<file path="src/rtl/rf_pkg.sv">
// Shared register-file constants and the address-width helper used by decode
// and the multi-port register file.
package rf_pkg;

   localparam int unsigned XLEN_DEF  = 32;
   localparam int unsigned NREGS_DEF = 32;
   localparam int unsigned ZERO_REG  = 0;

   function automatic int unsigned clog2(input int unsigned n);
      int unsigned r;
      r = 0;
      while ((32'd1 << r) < n) r++;
      return r;
   endfunction

endpackage

</file>
<file path="src/rtl/rf_scoreboard.sv">
// Per-register busy bits: issue sets, writeback clears, flush clears all.
// Issue beats writeback on the same register; flush beats issue.
module rf_scoreboard
   import rf_pkg::*;
#(
   parameter int unsigned NREGS = NREGS_DEF,
   parameter int unsigned NWR   = 2
)(
   input  logic                          CLK,
   input  logic                          rst_n,
   input  logic [NWR-1:0]                wr_en,
   input  logic [NWR*clog2(NREGS)-1:0]   wr_addr,
   input  logic                          iss_en,
   input  logic [clog2(NREGS)-1:0]       iss_addr,
   input  logic                          flush,
   output logic [NREGS-1:0]              busy_vec
);

   localparam int unsigned AW = clog2(NREGS);

   // Later non-blocking assignments win, so the issue set follows the clears.
   always_ff @(posedge CLK or negedge rst_n) begin
      if (!rst_n) begin
         busy_vec <= '0;
      end else if (flush) begin
         busy_vec <= '0;
      end else begin
         for (int unsigned k = 0; k < NWR; k++) begin
            if (wr_en[k] && wr_addr[k*AW +: AW] != AW'(ZERO_REG))
               busy_vec[wr_addr[k*AW +: AW]] <= 1'b0;
         end
         if (iss_en && iss_addr != AW'(ZERO_REG))
            busy_vec[iss_addr] <= 1'b1;
      end
   end

endmodule

</file>
<file path="src/rtl/regfile_mp.sv">
// Multi-port integer register file with optional write-to-read bypass and a
// busy scoreboard for RAW-hazard stalls. Register 0 reads zero.
module regfile_mp
   import rf_pkg::*;
#(
   parameter int unsigned XLEN   = XLEN_DEF,
   parameter int unsigned NREGS  = NREGS_DEF,
   parameter int unsigned NRD    = 2,
   parameter int unsigned NWR    = 2,
   parameter bit          BYPASS = 1'b1
)(
   input  logic                          CLK,
   input  logic                          rst_n,
   input  logic [NWR-1:0]                Wr_En,
   input  logic [NWR*clog2(NREGS)-1:0]   Wr_Addr,
   input  logic [NWR*XLEN-1:0]           Wr_Data,
   input  logic [NRD*clog2(NREGS)-1:0]   Rd_Addr,
   output logic [NRD*XLEN-1:0]           Rd_Data,
   output logic [NRD-1:0]                Rd_Busy,
   input  logic                          Iss_En,
   input  logic [clog2(NREGS)-1:0]       Iss_Addr,
   input  logic                          Flush,
   output logic [NREGS-1:0]              Busy_Vec
);

   localparam int unsigned AW = clog2(NREGS);

   logic [XLEN-1:0] mem [NREGS];

   always_ff @(posedge CLK or negedge rst_n) begin
      if (!rst_n) begin
         mem <= '{default: '0};
      end else begin
         for (int unsigned k = 0; k < NWR; k++) begin
            if (Wr_En[k] && Wr_Addr[k*AW +: AW] != AW'(ZERO_REG))
               mem[Wr_Addr[k*AW +: AW]] <= Wr_Data[k*XLEN +: XLEN];
         end
      end
   end

   rf_scoreboard #(
      .NREGS (NREGS),
      .NWR   (NWR)
   ) u_sb (
      .CLK      (CLK),
      .rst_n    (rst_n),
      .wr_en    (Wr_En),
      .wr_addr  (Wr_Addr),
      .iss_en   (Iss_En),
      .iss_addr (Iss_Addr),
      .flush    (Flush),
      .busy_vec (Busy_Vec)
   );

   for (genvar r = 0; r < NRD; r++) begin : g_rd
      logic [AW-1:0]   ra;
      logic [XLEN-1:0] data;
      logic            hit;

      assign ra = Rd_Addr[r*AW +: AW];

      // Scan ports in ascending order so the highest-indexed writer wins.
      always_comb begin
         data = mem[ra];
         hit  = 1'b0;
         if (BYPASS) begin
            for (int unsigned k = 0; k < NWR; k++) begin
               if (Wr_En[k] && Wr_Addr[k*AW +: AW] == ra) begin
                  data = Wr_Data[k*XLEN +: XLEN];
                  hit  = 1'b1;
               end
            end
         end
      end

      assign Rd_Data[r*XLEN +: XLEN] = (ra == AW'(ZERO_REG)) ? '0 : data;
      assign Rd_Busy[r] = (ra != AW'(ZERO_REG)) && Busy_Vec[ra] && !hit;
   end

endmodule

</file>
<file path="config.mk">
export PLATFORM = sky130hd
export DESIGN_NAME = regfile_mp
export DESIGN_NICKNAME = d
export VERILOG_FILES = /design/src/rtl/rf_pkg.sv /design/src/rtl/rf_scoreboard.sv /design/src/rtl/regfile_mp.sv
export SDC_FILE = /design/constraint.sdc
export NUM_CORES = 2
export LEC_CHECK = 0
export ABC_CLOCK_PERIOD_IN_PS = 7650
export CORE_MARGIN = 2
export CORE_UTILIZATION = 40
export DETAILED_ROUTE_END_ITERATION = 8
export GPL_TIMING_DRIVEN = 1
export SLEW_MARGIN = 20
export SYNTH_ARGS = -nofsm -noshare
export SYNTH_HDL_FRONTEND = slang
export SYNTH_SLANG_ARGS = --single-unit
</file>
<file path="constraint.sdc">
create_clock -name CLK -period 7.65 [get_ports CLK]
set_clock_uncertainty 0.2 [all_clocks]
set_input_delay 1.53 -clock CLK [delete_from_list [all_inputs] [get_ports CLK]]
set_output_delay 1.53 -clock CLK [all_outputs]
set_load 0.02 [all_outputs]
</file>
Word level (Yosys, flattened, before mapping)
Cells that the tools add are included.

Eq/ne operators: 4. Reductions and logical operators: 25. Bitwise operators: 9. Mux-type cells: 40. Magnitude comparators: 14.

Operator list (number): 1024-bit bitwise mux (2); 1024-bit 2-to-1 mux (2); 32-bit 2-to-1 mux (18); 32-bit binary-select mux with 5-bit select (2); 32-bit demux with 5-bit select (2); 32-bit AND (2); 32-bit inverter (2); 32-bit bitwise OR (1); 5-bit by 6-bit < comparator with 1-bit output (second input constant) (5); 5-bit nonzero test (5); 6-bit >= comparator (second input constant) (4); 5-bit inverter with 6-bit output (4); 5-bit equality test (4); 1-bit logical AND (16); 1-bit demux with 5-bit select (3); 5-bit by 1-bit >= comparator with 1-bit output (second input constant) (3); 6-bit by 1-bit < comparator with 1-bit output (second input constant) (2); 1-bit binary-select mux with 5-bit select (2); 5-bit zero test (2); 1-bit 2-to-1 mux (9); 1-bit zero test (2).

Output and inout port bits: 98. Input bits: 95. Logic and storage cells: 125. Register bits after elaboration: 1056.

Depth between registers and ports, before layout
Word-level depth: 14. Gate-level depth with buffers: 10. Gate-level depth less buffers: 5.

Modules after synthesis
Synthesis repeated with hierarchy kept, for this count alone.

Cell total of the unflattened synthesis: 6687. Area, all modules: 67912.6 um^2.

By module, submodules not included: regfile_mp (times used 1, seq. area each 25624.6 um^2, cells an instance 6501, area each 66124.7 um^2); rf_scoreboard (times used 1, seq. area each 800.8 um^2, cells an instance 186, area each 1788.0 um^2).

Worst setup path before layout
OpenSTA, ideal clock, no wires.

Kind: in2out. Start: input port Rd_Addr[5]. End: output port Rd_Data[32]. Stages: 6. Slack: 2.328 ns. Data arrival time: 3.592 ns. Cells stage by stage: buf_4 buf_1 mux4_2 a2111oi_0 nor4_1 a221o_1.

Longest elaborated chain between the ends: 7.

Ends and longest elaborated chain: from (decl) (RTL line regfile_mp.sv:17) `input logic [NRD*clog2(NREGS)-1:0] Rd_Addr,`; 5-bit inverter with 6-bit output (implied by the code) (RTL line regfile_mp.sv:64) `data = mem[ra];`; 32-bit binary-select mux with 5-bit select (RTL line regfile_mp.sv:64); 32-bit 2-to-1 mux (implied by the code) (2 in series) (RTL line regfile_mp.sv:64); 32-bit 2-to-1 mux (2 in series) (RTL line regfile_mp.sv:68) `if (Wr_En[k] && Wr_Addr[k*AW +: AW] == ra) begin`; 32-bit 2-to-1 mux * (RTL line regfile_mp.sv:76) `assign Rd_Data[r*XLEN +: XLEN] = (ra == AW'(ZERO_REG)) ? '0 : data;`; to (decl) (RTL line regfile_mp.sv:18) `output logic [NRD*XLEN-1:0] Rd_Data,`.

Every way passes the cells marked *; elsewhere a longest branch is shown, timed or not. The select of a mux whose other input is x is not followed.

Worst setup path in the final report
Start: input port Wr_Addr[2]. End: output port Rd_Data[46].

Longest elaborated chain between the ends: 5.

Ends and longest elaborated chain: from (decl) (RTL line regfile_mp.sv:15) `input logic [NWR*clog2(NREGS)-1:0] Wr_Addr,`; 5-bit equality test (RTL line regfile_mp.sv:68); 1-bit logical AND (RTL line regfile_mp.sv:68); 32-bit 2-to-1 mux (2 in series) (RTL line regfile_mp.sv:68); 32-bit 2-to-1 mux (RTL line regfile_mp.sv:76).

Every way passes these cells.

==> reports/results.ini <==
[setup_path]
reg2reg_setup_slack_ns=6.50
crit_path_start_kind=primary input
cp.arrival_ns=5.45
path_class=primary input to output pin
crit_buf_inv=3
critPathMaxStageDelay_ns=0.73
crit_cells=8
critical_path_required_ns=5.92
crit_top_cell=clkdlybuf4s50_1
reg2reg_depth=2
crit_family=buffers and inverters
worstSetupEndpointType=output pin
crit_chain=clkdlybuf4s50_1 -> xor2_1 -> nor4_1 -> nand3_1 -> nor2_4 -> buf_4 -> a221o_1 -> clkdlybuf4s50_1
path_max_fanout=23
worst_path_max_delay_cell=clkdlybuf4s50_1

[logic_synthesis]
yosysMostFrequentCell=dfrtp_1
synth-main-ff-cell=dfrtp_1
synth_common_cells=dfrtp_1 (1056), mux2i_1 (1022), nand2_1 (840), clkbuf_1 (610), nor2_1 (458)
yosysTopAreaCell=dfrtp_1
synth_area_leaders=dfrtp_1 (40%), mux2i_1 (15%), mux4_2 (14%)
async_reset_ff_frac=1.00
yosysUniqueCellTypes=52
netlist_area_um2=66400
ys_warn_count=0
syn_area_per_cell_um2=10.2
synth_cells=6486
synth_top_area_frac=0.398
ys_ff_latch=1056
syn_nets=6581
synth_edf_count=0
yosysSeqAreaShare=0.398

[placement]
gp_congestion=0.965
postPlaceCellArea_um2=70600
hpwl_um=183000
placed_cells=8294
portBuffers=192

[die]
initial_core_util=0.402
die_area_um2=169000
die_h_um=411
die_width_um=411
top_level_ports=193
rows=149
core_um2=165000

[clocking]
path_clk_slew_ns=0.06
cts_tree=built
cts_setup_buffers=0
cts.sinks=1056
cts_resized=0
clock_tree.root_cell=clkbuf_16
numCtsBuffers=116
clock_latency_ns=0.79
clockBufferDepth=3
cts.htree.levels=3
postCtsHoldBufs=0

[global_route]
overflow=0
grt_usage=0.353
grt_antenna_before_repair=14
grtUsageMet3=0.118
grt_pass1_wl_um=430000
grt_pass1_vias=55900
grt_max_degree=165
grt_util_met1=0.457
use_met2=0.500
grt.busiest_layer=met2

[pwr]
ir_worst_vdd_mv=0.210
p_leak_nw=30.9
powerDensity_nw_per_um2=254

[sta]
setup_tns_ns=0
min_period_over_period=0.938
maxSlewViolCount=0
fin_crit_ns=7.18
grt_setup_unrepaired=false
hold_violations=0
tightest_slew_ns=1.28
final-setup-viol-count=0
slew_headroom=0.146
max_freq_mhz=139

[final_layout]
nets=6320
instances_no_fill=8514
area_growth_syn_to_layout_pct=12.3
ff_latch_area_um2=26400
stdcell_area_um2=74600
fillCellCount=15300
fin_util=0.452
drive_gt1_frac=0.170
multi_input_comb_area_um2=36900

[route]
vias=58400
routed_wl_um=305000
wire_per_inst_um=35.8
ant_nets=0
drc=20
first_pass_iters=9
drt-vias-per-instance=6.86
drt_first_iter_violations=9325

[worst_hold_path]
hp-class=flop to flop
hold_depth=0

[run_status]
violations=DRC
status=finished, violations left

[job]
cap_violations=0

cell type report:
class                   count  area share
inverters                   5    0.000252
clock inverters            38     0.00589
clock buffers             175      0.0459
repair buffers            490      0.0620
well taps                2189      0.0367
flip-flops and latches   1056       0.354
multi-input cells        4556       0.495
diodes                      5    0.000168
where the power goes:
| part | leakage, nW | switching, mW | internal [mW] |
|---|---|---|---|
| Clock | 1.90 | 2.59 | 3.29 |
| Combinational | 15.9 | 2.46 | 2.50 |
| Sequential | 13.1 | 1.14 | 6.97 |
worst paths after layout:
kind                                  start                to
max                              Wr_Addr[2]       Rd_Data[46]
min                               mem[1002]         mem[1002]
max reg2reg                u_sb.busy_vec[2]  u_sb.busy_vec[2]
min reg2reg                       mem[1002]         mem[1002]
max in group asynchronous             rst_n          mem[960]
min in group asynchronous             rst_n          mem[222]
per-stage QoR:
step	worst slack, ns	hold WS, ns	power, mW
floorplan	2.33	0.241	11.2
global placement	0.215	0.176	12.8
detailed placement	0.655	0.183	13.0
CTS	0.635	0.197	18.8
global route	0.483	0.208	19.6
finish	0.473	0.195	18.9
per-layer routing:
layer,vias to the layer above,share of wire
met5,-,0.00049
met4,22,0.080
met3,1231,0.14
li1,23400,-
met2,4638,0.42
met1,29100,0.36
sequential cells by signal (all words and copies together), names as in the netlist:
signal	cells
mem	1024
u_sb.busy_vec	32
worst register-to-register path, delay by kind of cell (launching register included):
kind               cells  cell delay [ns]
DFF                    1             0.51
AOI/OAI and AO/OA      1             0.24
and+or+nand+nor        1             0.06
cell families (layout without fill, tap and decap cells):
| family | after synthesis | after routing | share of synthesized area |
|---|---|---|---|
| other | 0 | 5 | 0 |
| AND/OR/NAND/NOR | 1432 | 1432 | 0.0871 |
| buffers and inverters | 874 | 708 | 0.0551 |
| flip-flops | 1056 | 1056 | 0.398 |
| XOR/XNOR | 20 | 20 | 0.00264 |
| AO/OA/AOI/OAI | 1611 | 1611 | 0.154 |
| multiplexers | 1493 | 1493 | 0.303 |
placed cells by master, fill, tap and decap left out, types with 7 or more instances in the layout:
cell type / instances
a2111oi_1: 18
clkbuf_16: 117
o21ai_1: 365
a221oi_1: 31
o221ai_1: 63
buf_4: 278
and2_1: 7
nor2_1: 431
xor2_1: 8
nor2_4: 31
dfrtp_1: 1056
nand3b_1: 17
clkdlybuf4s50_1: 159
clkbuf_8: 28
a32oi_1: 119
a31oi_1: 51
a2111oi_0: 42
a221o_1: 63
o22ai_1: 62
o21ai_0: 243
a211oi_1: 62
nand2_1: 814
nor4_1: 32
clkbuf_1: 30
a22o_1: 62
xnor2_1: 12
mux2i_1: 1022
mux2_2: 63
mux4_2: 408
nand2_4: 22
clkinv_2: 20
buf_12: 38
a22oi_1: 13
a2bb2oi_1: 62
a21oi_1: 346
Note: power is estimated with default switching activity, not from simulation.
